--- src/rtl/seg7_bcd_encoder_pkg.sv ---
// Shared 7-segment code constants, FSM encoding
// and the pattern classifier for the segment-bus readback path.
package seg7_pkg;

  localparam logic [6:0] SEG_0     = 7'h7E;
  localparam logic [6:0] SEG_1     = 7'h30;
  localparam logic [6:0] SEG_2     = 7'h6D;
  localparam logic [6:0] SEG_3     = 7'h79;
  localparam logic [6:0] SEG_4     = 7'h33;
  localparam logic [6:0] SEG_5     = 7'h5B;
  localparam logic [6:0] SEG_6     = 7'h1F;
  localparam logic [6:0] SEG_7     = 7'h70;
  localparam logic [6:0] SEG_8     = 7'h7F;
  localparam logic [6:0] SEG_9     = 7'h7B;
  localparam logic [6:0] SEG_BLANK = 7'h00;

  typedef enum logic {
    SETTLE = 1'b0,
    STABLE = 1'b1
  } state_e;

  typedef enum logic [1:0] {
    K_DIGIT   = 2'd0,
    K_BLANK   = 2'd1,
    K_INVALID = 2'd2
  } kind_e;

  typedef struct packed {
    kind_e      kind;
    logic [3:0] digit;
  } class_t;

  function automatic class_t classify(input logic [6:0] s);
    class_t r;
    r.kind  = K_DIGIT;
    r.digit = 4'd0;
    unique case (s)
      SEG_0:     r.digit = 4'd0;
      SEG_1:     r.digit = 4'd1;
      SEG_2:     r.digit = 4'd2;
      SEG_3:     r.digit = 4'd3;
      SEG_4:     r.digit = 4'd4;
      SEG_5:     r.digit = 4'd5;
      SEG_6:     r.digit = 4'd6;
      SEG_7:     r.digit = 4'd7;
      SEG_8:     r.digit = 4'd8;
      SEG_9:     r.digit = 4'd9;
      SEG_BLANK: r.kind  = K_BLANK;
      default:   r.kind  = K_INVALID;
    endcase
    return r;
  endfunction

endpackage

--- src/rtl/seg7_bcd_encoder_stability_filter.sv ---
// Synchronises the async segment bus and tracks how long
// the synced pattern has been unchanged.
module seg7_stability_filter #(
  parameter int STABLE_CYCLES = 16
) (
  input  logic       clk,
  input  logic       rst_n,
  input  logic [6:0] seg_i,
  output logic [6:0] cand_o,
  output logic       changed_o,
  output logic       stable_hit_o
);

  localparam int CNT_W = $clog2(STABLE_CYCLES);
  localparam logic [CNT_W-1:0] CNT_MAX = CNT_W'(STABLE_CYCLES - 1);

  logic [6:0]       sync1_q;
  logic [6:0]       seg_s_q;
  logic [6:0]       cand_q;
  logic [CNT_W-1:0] cnt_q;

  assign changed_o    = (seg_s_q != cand_q);
  assign stable_hit_o = !changed_o && (cnt_q == CNT_MAX);
  assign cand_o       = cand_q;

  // Two-flop synchroniser; nothing else touches the raw bus.
  always_ff @(posedge clk or negedge rst_n) begin
    if (!rst_n) begin
      sync1_q <= '0;
      seg_s_q <= '0;
    end else begin
      sync1_q <= seg_i;
      seg_s_q <= sync1_q;
    end
  end

  // Reload candidate on change, else count up and saturate.
  always_ff @(posedge clk or negedge rst_n) begin
    if (!rst_n) begin
      cand_q <= '0;
      cnt_q  <= '0;
    end else if (changed_o) begin
      cand_q <= seg_s_q;
      cnt_q  <= '0;
    end else if (cnt_q != CNT_MAX) begin
      cnt_q  <= cnt_q + 1'b1;
    end
  end

endmodule

--- src/rtl/seg7_bcd_encoder.sv ---
// Recovers the BCD digit from a debounced 7-segment bus
// and pulses code_valid once per newly committed pattern.
module seg7_bcd_encoder
  import seg7_pkg::*;
#(
  parameter int STABLE_CYCLES = 16
) (
  input  logic       clk,
  input  logic       rst_n,
  input  logic [6:0] seg,
  input  logic       hold,
  output logic [3:0] bcd,
  output logic       blank,
  output logic       err,
  output logic       code_valid
);

  logic [6:0] cand;
  logic       changed;
  logic       stable_hit;

  state_e     state_q, state_d;
  logic [6:0] committed_q;
  logic       have_commit_q;
  logic [3:0] bcd_q;
  logic       blank_q;
  logic       err_q;
  logic       valid_q;
  logic       commit;
  class_t     cls;

  seg7_stability_filter #(
    .STABLE_CYCLES(STABLE_CYCLES)
  ) u_filt (
    .clk         (clk),
    .rst_n       (rst_n),
    .seg_i       (seg),
    .cand_o      (cand),
    .changed_o   (changed),
    .stable_hit_o(stable_hit)
  );

  assign cls = classify(cand);

  // FSM state register.
  always_ff @(posedge clk or negedge rst_n) begin
    if (!rst_n) state_q <= SETTLE;
    else        state_q <= state_d;
  end

  // Next state: any change resettles; a hit leaves SETTLE unless held off.
  always_comb begin
    state_d = state_q;
    if (changed) begin
      state_d = SETTLE;
    end else if (state_q == SETTLE && stable_hit) begin
      if (commit || !hold) state_d = STABLE;
    end
  end

  // Commit decision: new stable pattern, not frozen, differs from last one.
  always_comb begin
    commit = 1'b0;
    if (state_q == SETTLE && stable_hit && !hold)
      commit = !have_commit_q || (cand != committed_q);
  end

  // Output and committed-pattern registers, loaded only on commit.
  always_ff @(posedge clk or negedge rst_n) begin
    if (!rst_n) begin
      committed_q   <= '0;
      have_commit_q <= 1'b0;
      bcd_q         <= '0;
      blank_q       <= 1'b0;
      err_q         <= 1'b0;
      valid_q       <= 1'b0;
    end else begin
      valid_q <= commit;
      if (commit) begin
        committed_q   <= cand;
        have_commit_q <= 1'b1;
        blank_q       <= (cls.kind == K_BLANK);
        err_q         <= (cls.kind == K_INVALID);
        if (cls.kind == K_DIGIT) bcd_q <= cls.digit;
      end
    end
  end

  assign bcd        = bcd_q;
  assign blank      = blank_q;
  assign err        = err_q;
  assign code_valid = valid_q;

endmodule

--- config.mk ---
export PLATFORM = sky130hd
export DESIGN_NAME = seg7_bcd_encoder
export DESIGN_NICKNAME = d
export VERILOG_FILES = /design/src/rtl/seg7_bcd_encoder_pkg.sv /design/src/rtl/seg7_bcd_encoder_stability_filter.sv /design/src/rtl/seg7_bcd_encoder.sv
export SDC_FILE = /design/constraint.sdc
export NUM_CORES = 1
export LEC_CHECK = 0
export BUFFER_PORTS_ARGS = -buffer_cell sky130_fd_sc_hd__buf_2
export CORE_MARGIN = 2
export CORE_UTILIZATION = 55
export DETAILED_ROUTE_END_ITERATION = 6
export GPL_TIMING_DRIVEN = 1
export PLACE_DENSITY = 0.86
export SETUP_SLACK_MARGIN = 0.3
export SLEW_MARGIN = 20
export SYNTH_ARGS = -nofsm -noshare
export SYNTH_HDL_FRONTEND = slang
export SYNTH_HIERARCHICAL = 1
export SYNTH_SLANG_ARGS = --single-unit
--- constraint.sdc ---
create_clock -name clk -period 6.5 [get_ports clk]
set_clock_uncertainty 0.05 [all_clocks]
set_input_delay 0.325 -clock clk [delete_from_list [all_inputs] [get_ports clk]]
set_output_delay 0.325 -clock clk [all_outputs]
set_load 0.05 [all_outputs]
==> metrics, run 1 <==
core footprint 0.00310 mm²; Die X 61.7 µm; Critical Path Fanout Max 12; post-synthesis async set-or-reset flop share 100%; largest net degree at the start of global routing 42; Reg2Reg Depth 7; Port Buffer Count 16; maximum vdd drop roughly 0.19 mV; vias in the first global route roughly 1000; register bit total from synthesis 41; Layout fillers 251; Synth Instances 139; # nets final 166; DRC viols 0; Fmax 356 MHz; Placement Setup Slack 3700 ps; worst path required time 6690 ps; startpoint types register; number of synthesized flops with an enable pin 0; synth top area cells dfrtp_1 (56%), xnor2_1 (6.2%), mux2_2 (4.9%), xnor2_2 (2.7%), buf_6 (1.8%); post-synth top area cell dfrtp_1; Avg Inst Size Synth around 13 µm²; CTS Root Cell clkbuf_4; clock buffer depth 2; minimum clock period about 2800 ps; sequential area share after synthesis 56.0%; worst hold slack 28.2 ps; Register Area 0.00103 mm²; CTS tree built; class of the worst hold path primary input to asynchronous set/reset pin; CTS clk-pin slew, worst paths 110 ps; Design Power 0.424 mW; area share of the largest cell type after synthesis between 50% and 60%; Via Count between 1000 and 1500; Ant. Diodes 0; HPWL after DPL 1.99 mm; final setup margin about 3700 ps; Leak 0.872 nW; Final period util 43.2%; gpl congestion 0.854; warnings from Yosys 6; layout overhead on the synthesized area 9.30%; Num CTS Buffers 5; commonest non-fill, non-tap cell in the layout dfrtp_1; io pins 17; post-route ant nets 0; Post-synth top flop dfrtp_1; Worst Path Class, Setup register to register; syn_nets 150; Initial Utilization slightly below 60%; Cell variety after synth 44; worst-skew pair later-pin latency 350 ps; fin. max-slew vios 0; crit end category register; Slew @ Worst Pin around 900 ps; synthesized area between 0.0015 and 0.002 mm²; Power Dens Cells 212 mW/mm²; Routed WL about 2.9 mm; Final Util 64.5%; initial antenna violation count 0; H-tree levels 2; Total GRT Usage 18.2%; area of the multi-input gates 698 µm²; Via density ~5.3; Congestion Overflow GR 0; Routed WL per cell between 10 and 15 µm; Die Area about 0.0038 mm²; Slew HR 41.7%; WP data arrival 3000 ps; DRT Pass-1 Iters 4; commonest cells after routing, fill and taps aside dfrtp_1 (41), buf_2 (16), xnor2_1 (13); first-pass GRT wire length 4.78 mm; status complete, no violations; clk sink count 41; final hold vios 0; final setup fails 0; Post-CTS Resized 0; post-route setup TNS 0 ps; max-cap viol count 0; RSZ-0062 raised after global routing false; Die Y roughly 60 µm; post-CTS setup buffer count 0; std cell rows 20; share of cells above drive strength 1 31.4%; Iteration-0 DRC Markers 38
-- state kept, by name, indices dropped and copies added (netlist names) --
register	flops
have_commit_q	1
u_filt/sync1_q	7
committed_q	7
blank	1
u_filt/cand_o	7
bcd	4
u_filt/seg_s_q	7
err	1
state_q	1
code_valid	1
u_filt/cnt_q	4
-- synth_stat cells, types with 2 or more instances --
cell	instances
a211oi_2	2
inv_1	4
xnor2_1	13
buf_2	2
buf_6	3
mux2_1	2
dfrtp_1	41
nand4_1	3
nor2_1	3
o21ai_0	3
nand3_1	4
nand3b_1	2
clkbuf_1	7
xnor2_2	3
nand2_1	5
a21oi_1	2
nor3_1	6
mux2_2	8
-- what timing repair did --
item                                   in CTS  in global routing
setup endpoints to repair                   0                  0
hold buffers                                0                  7
endpoints found under the hold margin       0                  7
-- through the flow --
stage          cell area (µm²)  cells
2_1_floorplan             1830    139
3_3_place_gp              1870    185
3_5_place_dp              1870    185
4_1_cts                   1930    193
5_1_grt                   2000    200
6_report                  2000    200
-- final timing paths --
kind | from | end | slack (ps)
min in group clk | hold | state_q$_DFFE_PN0P_ | 260
worst min-delay path | rst_n | have_commit_q$_DFFE_PN0P_ | 30
worst min register to register | u_filt/sync1_q[2]$_DFF_PN0_ | u_filt/seg_s_q[2]$_DFF_PN0_ | 310
worst max register to register | u_filt/cand_o[5]$_DFFE_PN0P_ | bcd[0]$_DFFE_PN0P_ | 3690
max in group asynchronous | rst_n | u_filt/cnt_q[1]$_DFFE_PN0P_ | 5830
worst max-delay path | u_filt/cand_o[5]$_DFFE_PN0P_ | bcd[0]$_DFFE_PN0P_ | 3690
-- worst max-delay path, cell delays in order, from the launching register on --
cell	delay, ps
dfrtp_1	540
xnor2_1	300
nand4_2	200
nor3_1	310
nor3b_4	410
o21ai_2	220
a211oi_2	290
mux2_1	360
-- cells by family (layout without fill, tap and decap cells) --
logic type	after synthesis	count (layout)	synth area share [%]
buffers and inverters	18	35	5.81
XOR/XNOR	16	16	8.89
adder cells (fa/ha/maj)	1	1	0.683
flip-flops	41	41	56.0
AO/OA/AOI/OAI	18	18	9.09
multiplexers	11	11	6.70
AND/OR/NAND/NOR	34	34	12.8
-- final cells by class --
class	instances	share of cell area, %
Clock inverter	2	0.750
Tap cell	44	2.75
Multi-Input combinational cell	80	34.9
Sequential cell	41	51.3
Inverter	4	0.750
Timing Repair Buffer	23	7.50
Clock buffer	6	2.06
-- where the power goes --
group          switching, mW  internal [mW]  leakage [nW]
logic                 0.0132         0.0142         0.328
clock network         0.0817         0.0422        0.0245
registers             0.0114          0.262         0.519
-- routing by layer --
layer | GRT usage, % | up-vias | part of all wire [%]
li1 | - | 517 | -
met1 | 23.3 | 524 | 45
met2 | 28.3 | 17 | 50
met3 | 6.83 | 6 | 3.6
met4 | 7.29 | 0 | 2.0
met5 | 0 | - | 0
No activity file was read; power rests on OpenSTA's default activity.
==> run 2, diff against run 1 <==
- clock period: 6.5 -> 2.92 ns (I/O delays scaled with it)
==> metrics, run 2 (same netlist as run 1, synthesis figures left out) <==
RR Startpoint u_filt/cand_o[3]$_DFFE_PN0P_; Critical Path Fanout Max 12 (unchanged); Num CTS Buffers 5 (unchanged); vias in the first global route 1151 (+11%); CTS Root Cell clkbuf_4; HPWL after DPL 2.07 mm (+3.6%); Final period util 84.4% (+41 points); clock buffer depth 2 (unchanged); Die X 61.7 µm (unchanged); final hold vios 0 (unchanged); CTS tree built; RSZ-0062 raised after global routing false; Total GRT Usage 19.2% (+0.96 points); Port Buffer Count 16 (unchanged); Initial Utilization 59.0% (unchanged); fin. max-slew vios 0 (unchanged); initial antenna violation count 0 (unchanged); DRC viols 0 (unchanged); WP data arrival 2650 ps (-350 ps); startpoint types register; std cell rows 20 (unchanged); Fmax 406 MHz (+14%); Via Count 1097 (+3.1%); worst path required time 3110 ps (-3580 ps); Congestion Overflow GR 0 (unchanged); Largest delay share family, worst path simple AND/OR/NAND/NOR gates; first-pass GRT wire length 5.09 mm (+6.4%); Final Util 65.7% (+1.2 points); Routed WL 2.93 mm (+2.5%); layout overhead on the synthesized area 11.4%; final setup fails 0 (unchanged); Iteration-0 DRC Markers 43 (+13%); clk sink count 41 (unchanged); largest net degree at the start of global routing 42 (unchanged); CTS clk-pin slew, worst paths 120 ps (about the same); Via density 5.40 (+1.6%); post-route setup TNS 0 ps (unchanged); gpl congestion 0.758 (-11%); hold path start hold; Leak 0.894 nW (+2.5%); max incr delay on CP 510 ps (-30 ps); io pins 17 (unchanged); maximum vdd drop 0.347 mV (+80%); # nets final 170 (+2.4%); Die Area 0.00381 mm² (unchanged); crit end category register; Crit. Startpoint u_filt/cand_o[3]$_DFFE_PN0P_; Die Y 61.7 µm (unchanged); Slowest cell on crit path dfrtp_2; Slew @ Worst Pin 833 ps (-41.0 ps); H-tree levels 2 (unchanged); post-CTS setup buffer count 0 (unchanged); max-cap viol count 0 (unchanged); share of cells above drive strength 1 34.6% (+3.2 points); Power Dens Cells 468 mW/mm² (+120%); CP cell instances xnor2_1 > nand4_2 > nor3_1 > nor3b_4 > o21ai_2 > a211oi_2 > mux2_1; commonest non-fill, non-tap cell in the layout dfrtp_1; Routed WL per cell 14.4 µm (+0.97%); worst-skew pair later-pin latency 330 ps (-20 ps); post-route ant nets 0 (unchanged); critical path buffer and inverter count 0 (unchanged); class of the worst hold path primary input to register; DRT Pass-1 Iters 4 (unchanged); status complete, no violations; core footprint 0.00310 mm² (unchanged); Slew HR 44.5% (+2.7 points); commonest cells after routing, fill and taps aside dfrtp_1 (38), buf_2 (16), xnor2_1 (13); minimum clock period 2470 ps (-341 ps); Ant. Diodes 0 (unchanged); Worst Path Class, Setup register to register
## run 2: per-layer routing
metal  global-route usage, %  share of wire [%]  vias to the layer above
met5                       0                  0                        -
met4                    6.69                2.1                        0
met3                    7.04                4.0                       13
met2                    32.6                 51                       28
met1                    22.4                 43                      535
li1                        -                  -                      521
## run 2: repair_timing
action | CTS | global route
hold buffers | 8 | 0
setup endpoints to repair | 0 | 2
gates resized for setup | 0 | 3
hold endpoints to repair | 48 | 0
## run 2: cell type report
type                            count  area (µm²)
Fill cell                         239        1060
Sequential cell                    41        1030
Multi-Input combinational cell     80         698
Timing Repair Buffer               27         183
Tap cell                           44        55.1
Clock buffer                        6        51.3
Inverter                            4        15.0
Clock inverter                      1        7.51
## run 2: final timing paths
| kind | depth (start not counted) | slack [ps] | end |
|---|---|---|---|
| worst max register to register | 7 | 450 | bcd[0]$_DFFE_PN0P_ |
| min in group asynchronous | 2 | 390 | err$_DFFE_PN0P_ |
| worst min-delay path | 4 | 110 | state_q$_DFFE_PN0P_ |
| worst min register to register | 0 | 300 | u_filt/seg_s_q[5]$_DFF_PN0_ |
| max in group asynchronous | 2 | 1830 | u_filt/cand_o[1]$_DFFE_PN0P_ |
| worst max-delay path | 7 | 450 | bcd[0]$_DFFE_PN0P_ |
## run 2: report_power, final
group | internal (mW) | switching, mW
sequential | 0.583 | 0.0203
combinational | 0.0345 | 0.0359
clock | 0.113 | 0.168
## run 2: metrics by stage
stage / power [mW] / instance area, µm² / worst slack (ps) / hold slack, ps / std cells
CTS: 0.966 / 2040 / 383 / 107 / 203
finish: 0.954 / 2040 / 455 / 113 / 203
global placement: 0.672 / 1900 / 508 / 206 / 188
detailed placement: 0.677 / 1900 / 392 / 206 / 188
floorplan: 0.658 / 1830 / 660 / -200 / 139
global route: 1.00 / 2040 / 338 / 102 / 203
## run 2: worst min-delay path: stages
cell     delay, ps
buf_2          120
inv_1           50
a21oi_1         60
nor2_1          80
